`src/rtl/counter_bank_pkg.sv`:
```
// Shared types for the counter bank: counting modes, per-channel FSM states
// and the width of each channel's mode field.
package counter_bank_pkg;

  localparam int MODE_W = 2;

  typedef enum logic [MODE_W-1:0] {
    CNT_WRAP    = 2'b00,
    CNT_SAT     = 2'b01,
    CNT_ONESHOT = 2'b10,
    CNT_RSVD    = 2'b11
  } cnt_mode_t;

  typedef enum logic {
    ARMED = 1'b0,
    DONE  = 1'b1
  } cnt_state_t;

  // SAT and ONESHOT both park on the terminal value; WRAP and the reserved code wrap.
  function automatic logic mode_holds(input cnt_mode_t mode);
    return (mode == CNT_SAT) || (mode == CNT_ONESHOT);
  endfunction

endpackage

```
`src/rtl/counter_channel.sv`:
```
// One counter channel: value register, one-cycle terminal-count pulse and
// the ARMED/DONE one-shot FSM.
module counter_channel
  import counter_bank_pkg::*;
#(
  parameter int WIDTH = 8
) (
  input  logic              clk_i,
  input  logic              rst_i,
  input  logic              en_i,
  input  logic              clr_i,
  input  logic              load_i,
  input  logic              dir_i,
  input  logic [MODE_W-1:0] mode_i,
  input  logic [WIDTH-1:0]  limit_i,
  input  logic [WIDTH-1:0]  load_value_i,
  output logic [WIDTH-1:0]  value_o,
  output logic              tc_o,
  output logic              done_o
);

  cnt_state_t       state_q, state_d;
  logic [WIDTH-1:0] value_q, value_d;
  logic             tc_q, tc_d;
  logic             at_term;
  cnt_mode_t        mode;

  assign mode = cnt_mode_t'(mode_i);

  // Counting up, anything at or beyond the limit is treated as terminal.
  assign at_term = dir_i ? (value_q >= limit_i) : (value_q == '0);

  // NOTE: every signal driven here gets its default first, so no path can infer a latch.
  always_comb begin
    state_d = state_q;
    value_d = value_q;
    tc_d    = 1'b0;
    if (clr_i) begin
      value_d = '0;
      state_d = ARMED;
    end else if (load_i) begin
      value_d = load_value_i;
      state_d = ARMED;
    end else if (en_i && (state_q == ARMED)) begin
      if (!at_term) begin
        value_d = dir_i ? value_q + WIDTH'(1) : value_q - WIDTH'(1);
        tc_d    = dir_i ? (value_d == limit_i) : (value_d == '0);
        if (tc_d && (mode == CNT_ONESHOT)) state_d = DONE;
      end else if (!mode_holds(mode)) begin
        // Wrap target is a terminal again only when the limit is zero.
        value_d = dir_i ? '0 : limit_i;
        tc_d    = (limit_i == '0);
      end
    end
  end

  // NOTE: state registers use non-blocking assignments so every flop samples pre-edge values.
  always_ff @(posedge clk_i or posedge rst_i) begin
    if (rst_i) begin
      state_q <= ARMED;
      value_q <= '0;
      tc_q    <= 1'b0;
    end else begin
      state_q <= state_d;
      value_q <= value_d;
      tc_q    <= tc_d;
    end
  end

  assign value_o = value_q;
  assign tc_o    = tc_q;
  assign done_o  = (state_q == DONE);

endmodule

```
`src/rtl/counter_bank.sv`:
```
// Bank of independent counter channels with packed per-channel ports.
// Optional snapshot register enabled by defining CNT_SNAPSHOT_EN.
module counter_bank
  import counter_bank_pkg::*;
#(
  parameter int CHANNELS = 4,
  parameter int WIDTH    = 8
) (
  input  logic                       clk_i,
  input  logic                       rst_i,
  input  logic [CHANNELS-1:0]        en_i,
  input  logic [CHANNELS-1:0]        clr_i,
  input  logic [CHANNELS-1:0]        load_i,
  input  logic [CHANNELS-1:0]        dir_i,
  input  logic [MODE_W*CHANNELS-1:0] mode_i,
  input  logic [WIDTH*CHANNELS-1:0]  limit_i,
  input  logic [WIDTH*CHANNELS-1:0]  load_value_i,
  output logic [WIDTH*CHANNELS-1:0]  value_o,
  output logic [CHANNELS-1:0]        tc_o,
  output logic [CHANNELS-1:0]        done_o,
  input  logic                       snap_i,
  output logic [WIDTH*CHANNELS-1:0]  snap_value_o
);

  for (genvar c = 0; c < CHANNELS; c++) begin : g_ch
    counter_channel #(.WIDTH(WIDTH)) u_channel (
      .clk_i        (clk_i),
      .rst_i        (rst_i),
      .en_i         (en_i[c]),
      .clr_i        (clr_i[c]),
      .load_i       (load_i[c]),
      .dir_i        (dir_i[c]),
      .mode_i       (mode_i[MODE_W*c +: MODE_W]),
      .limit_i      (limit_i[WIDTH*c +: WIDTH]),
      .load_value_i (load_value_i[WIDTH*c +: WIDTH]),
      .value_o      (value_o[WIDTH*c +: WIDTH]),
      .tc_o         (tc_o[c]),
      .done_o       (done_o[c])
    );
  end

`ifdef CNT_SNAPSHOT_EN
  logic [WIDTH*CHANNELS-1:0] snap_q;

  // Captures the registered values, i.e. the pre-update count of this edge.
  always_ff @(posedge clk_i or posedge rst_i) begin
    if (rst_i)       snap_q <= '0;
    else if (snap_i) snap_q <= value_o;
  end

  assign snap_value_o = snap_q;
`else
  logic unused_snap;
  assign unused_snap  = snap_i;
  assign snap_value_o = '0;
`endif

endmodule

```
`config.mk`:
```
export PLATFORM = sky130hd
export DESIGN_NAME = counter_bank
export DESIGN_NICKNAME = d
export VERILOG_FILES = /design/src/rtl/counter_bank_pkg.sv /design/src/rtl/counter_channel.sv /design/src/rtl/counter_bank.sv
export SDC_FILE = /design/constraint.sdc
export NUM_CORES = 1
export LEC_CHECK = 0
export CAP_MARGIN = 15
export CORE_MARGIN = 2
export CORE_UTILIZATION = 53
export DETAILED_ROUTE_END_ITERATION = 8
export PLACE_DENSITY = 0.95
export SYNTH_ARGS = -nofsm -noshare
export SYNTH_HDL_FRONTEND = slang
export SYNTH_SLANG_ARGS = --single-unit
```
`constraint.sdc`:
```
create_clock -name clk_i -period 8.3 [get_ports clk_i]
set_input_delay 1.245 -clock clk_i [delete_from_list [all_inputs] [get_ports clk_i]]
set_output_delay 1.245 -clock clk_i [all_outputs]
set_load 0.02 [all_outputs]
```
After elaboration in Yosys (flattened, before gate mapping):

Index checks and enable logic that the tools add are counted.

* input port bits: 91
* bits in latches: 0
* ROM bits: 0
* memory bits (writable): 0
* memories: 0
* flip-flop bits (word level): 40
* logic and storage cells: 164

* shift operators: 0
* div/mod/pow operators: 0
* add/sub/neg operators: 8
* $mul: 0
* reduce and logical (&&, ||, !) cells: 40
* $lt $le $gt $ge: 4
* bitwise logic cells: 4
* multiplexer cells: 76
* equality and inequality tests: 20

Operators with widths (count)
* $mux W8: 28
* $logic_not A8 Y1: 12
* $mux W1: 48
* $add A8 B1 Y8 const B: 4
* $eq A8 B8 Y1: 4
* $ge A8 B8 Y1: 4
* $sub A8 B1 Y8 const B: 4
* $reduce_bool A3 Y1: 8
* $ne A4 B4 Y1 const B: 4
* $ne A3 B3 Y1 const B: 4
* $reduce_and A3 Y1: 4
* $eq A2 B1 Y1 const B: 4
* $eq A2 B2 Y1 const B: 4
* $logic_and A1 B1 Y1: 8
* $reduce_and A2 Y1: 4
* $logic_or A1 B1 Y1: 4
* $not A1 Y1: 4

Longest topological paths before layout:

* depth after elaboration: 10
* mapped depth: 12
* mapped depth without buffers: 10

Modules after synthesis:

A second synthesis with hierarchy kept.

* cells, all modules: 747
* area, all modules: 6192.2 um^2

Modules (own cells, without submodules)
* counter_channel at g_ch[2].u_channel ...: sequential area each 250.2 um^2, area an instance 1487.7 um^2, times used 2, cells each 176
* counter_channel at g_ch[0].u_channel ...: sequential area each 250.2 um^2, area an instance 1486.4 um^2, times used 2, cells each 181
* counter_bank: sequential area each 0.0 um^2, area an instance 244.0 um^2, times used 1, cells each 33

Worst setup path before layout:

Ideal clock, no wire load.

* path kind: input -> register
* start point: input port dir_i[1]
* end point: register g_ch[1].u_channel.tc_q
* data arrival time: 3.432 ns
* data required time: 8.201 ns
* cell stages on the path: 8
* slack: 4.768 ns
* buffers on the path: 0
* cell sequence: inv_1 -> ha_1 -> a211oi_2 -> nor2_1 -> xor2_1 -> or4_1 -> or4_1 -> a311oi_1

* word-level cells in the longest chain between the ends: 7

RTL lines
* start, declared: line counter_bank.sv:14 `input logic [CHANNELS-1:0] dir_i,`
* $mux W8: line counter_channel.sv:46 `value_d = dir_i ? value_q + WIDTH'(1) : value_q - WIDTH'(1);`
* $eq A8 B8 Y1 / $logic_not A8 Y1 (equally long branches): line counter_channel.sv:47 `tc_d = dir_i ? (value_d == limit_i) : (value_d == '0);`
* $mux W1: line counter_channel.sv:47
* $mux W1 *: line counter_channel.sv:45 `if (!at_term) begin`
* $mux W1 *: line counter_channel.sv:44 `end else if (en_i && (state_q == ARMED)) begin`
* $mux W1 *: line counter_channel.sv:41 `end else if (load_i) begin`
* $mux W1 *: line counter_channel.sv:38 `if (clr_i) begin`
* via g_ch[1].u_channel.tc_d: line counter_channel.sv:24 `logic tc_q, tc_d;`
* end signal, assigned: line counter_channel.sv:66 `tc_q <= tc_d;`
* end, declared: line counter_channel.sv:24

Mark *: on every way through the listed nets, which the timed path passes. The rest lies on a longest branch.
A chain may end at the register's enable or synchronous reset.

Worst setup path after layout:

Same ends and word-level chain as after synthesis.

==> results.ini <==
[setup_path]
cp.arrival_ps = 4420
cp-start-kind = primary input
crit_path_max_incr_delay_ps = 590
path_class = in2reg
critPathRequiredTime_ps = 8490
worst_r2r_startpoint = g_ch[1].u_channel.value_o[0]
cp_max_fo = 11
crit_start = dir_i[1]
cp_top_family = simple AND/OR/NAND/NOR gates
crit_chain = clkdlybuf4s50_1 -> inv_1 -> ha_1 -> nand2b_1 -> a21oi_1 -> xor2_1 -> or4_1 -> or4_1 -> a311oi_1
crit_buf_inv = 2
end_kind = flip-flop
cpMostUsedCell = or4_1
crit_slowest_cell = clkdlybuf4s50_1

[worst_hold_path]
hp-class = reg2reg
hp-start = g_ch[0].u_channel.done_o

[route]
routed_wl_um = 15000
wire_per_inst_um = 16.0
via_count = 5563
drt_iter0_drc = 387
drt-pass1-iter-count = 7
drc = 0
drtAntennaViolNets = 0
viasPerCell = 5.92

[placed_design]
place_area_um2 = 6690
hpwl_um = 11900
io_buffers = 129
routabilityCongestion = 0.948

[final_layout]
multiInputGateArea_um2 = 3920
num_antenna_cells = 0
final_cell_area_um2 = 6790
nNetsFinal = 961
area.sequential_um2 = 1000
syn2layout_area_growth_pct = 23.1
n_fill_cell = 826
utilization_pct = 66.4
layout-drive-gt1-share_pct = 3.24

[power]
powerDensity_nw_per_um2 = 154
leakage_nw = 3.04
peakVddDrop_v = 0.0000739

[timing]
layout_min_cycle_time_ps = 4230
fmax_mhz = 237
finClkSkew_ps = 13.1
rsz0062_at_grt = no
timing.slew.headroom_pct = 39.0
fin_crit_sh_pct = 50.9
fin_tns_setup_ps = 0
worstMarginPinSlew_ps = 909
final-max-slew-violation-count = 0
timing.hold.ws_ps = 516
setup_viol = 0
finalHoldViolCount = 0

[logic_synthesis]
yosysUniqueCellTypes = 63
synth-seq-cells = 40
synth_area_leaders = dfrtp_1, ha_1, xnor2_1, buf_4, inv_1
synth_edf_count = 0
syn-cell-area_um2 = 5520
synth.avg_cell_area_um2 = 7.89
synth_most_common_cell = inv_1
synth-main-ff-cell = dfrtp_1
synth_commonest_cells = inv_1, ha_1, nor2_1
synth_top_area_cell = dfrtp_1
synthCells = 699
yosysSeqAreaShare_pct = 18.1
netlist.area_leader.share_pct = 18.1
ys_warn_count = 0
synthArstFlopShare_pct = 100

[global_route]
grt_util_met2_pct = 45.9
grt_max_degree = 41
grt_pass1_vias = 5292
grt_util_met3_pct = 3.86
grtUsageTotal_pct = 26.4
grt_use_met1_pct = 34.0
grt_pass1_wl_um = 24700
busiest_layer = met2
antenna_found_initial = 0
overflow = 0

[clock_tree]
cts.htree.levels = 2
cts_tree = done
numCtsBuffers = 5
postCtsSetupBuffers = 0
holdBufCountCts = 0
root_buffer = clkbuf_8
insertion_delay_ps = 300
cts_max_path_buffers = 2
postCtsResizedCells = 0
clock_sinks = 40
clk_pin_slew_ps = 100

[die]
core_um2 = 10200
dieArea_um2 = 11200
die_h_um = 106
ios = 163
start_util_pct = 53.9
num_rows = 37
die_w_um = 106

[flow_run]
max-cap-violations = 0

[run_status]
status = finished, final reports clean

==> per-stage QoR <==
step	cells	setup slack, ps	power (mW)
2_1_floorplan	730	4770	0.711
3_3_place_gp	931	3890	0.873
3_5_place_dp	931	3820	0.893
4_1_cts	939	4140	1.04
5_1_grt	939	3850	1.13
6_report	939	4070	1.05
==> worst paths after layout <==
check                                               endpoint  slack, ps  cells after the start
min in group asynchronous             g_ch[1].u_channel.tc_o       1370                      3
worst max-delay path                  g_ch[1].u_channel.tc_o       4070                      9
worst max register to register        g_ch[1].u_channel.tc_o       5140                      8
worst min register to register      g_ch[0].u_channel.done_o        520                      1
max in group asynchronous       g_ch[3].u_channel.value_o[1]       6560                      3
worst min-delay path                g_ch[0].u_channel.done_o        520                      1
==> cell type report <==
cell class / count / area share, %
well taps: 136 / 2.51
clock buffers: 6 / 1.22
flip-flops and latches: 40 / 14.7
repair buffers: 133 / 19.5
multi-input cells: 548 / 57.8
inverters: 74 / 4.09
clock inverters: 2 / 0.221
==> cell families after synthesis <==
kind of cell             after synthesis  share of synthesized area, %
AO/OA/AOI/OAI                        182                          22.6
XOR/XNOR                              56                          9.39
adder cells (fa/ha/maj)               68                          16.0
buffers and inverters                142                          12.9
flip-flops                            40                          18.1
multiplexers                          11                          2.15
other                                  1                        0.0680
AND/OR/NAND/NOR                      199                          18.8
==> state kept, by name, summed over array words and instances (netlist names) <==
| register | flops |
|---|---|
| g_ch.u_channel.value_o | 32 |
| g_ch.u_channel.tc_o | 4 |
| g_ch.u_channel.done_o | 4 |
==> report_power, final <==
| part | switching (mW) | internal (mW) |
|---|---|---|
| Clock | 0.0768 | 0.0675 |
| Combinational | 0.344 | 0.296 |
| Sequential | 0.0434 | 0.218 |
| Total | 0.465 | 0.581 |
==> metal layers <==
| layer | up-vias | routed length (um) |
|---|---|---|
| li1 | 2661 | - |
| met1 | 2554 | 6210 |
| met2 | 301 | 7200 |
| met3 | 47 | 1280 |
| met4 | 0 | 328 |
| met5 | - | 0 |
==> layout by cell type (no fill, tap or decap), types with 15 or more instances in the layout <==
cell,instances
a21oi_1,43
a221oi_1,21
clkdlybuf4s50_1,129
conb_1,32
dfrtp_1,40
ha_1,64
inv_1,73
nand2_1,34
nand3_1,15
nor2_1,47
nor2b_1,20
nor3_1,20
o21ai_0,34
xnor2_1,38
xor2_1,16
(Power assumes the default switching activity.)
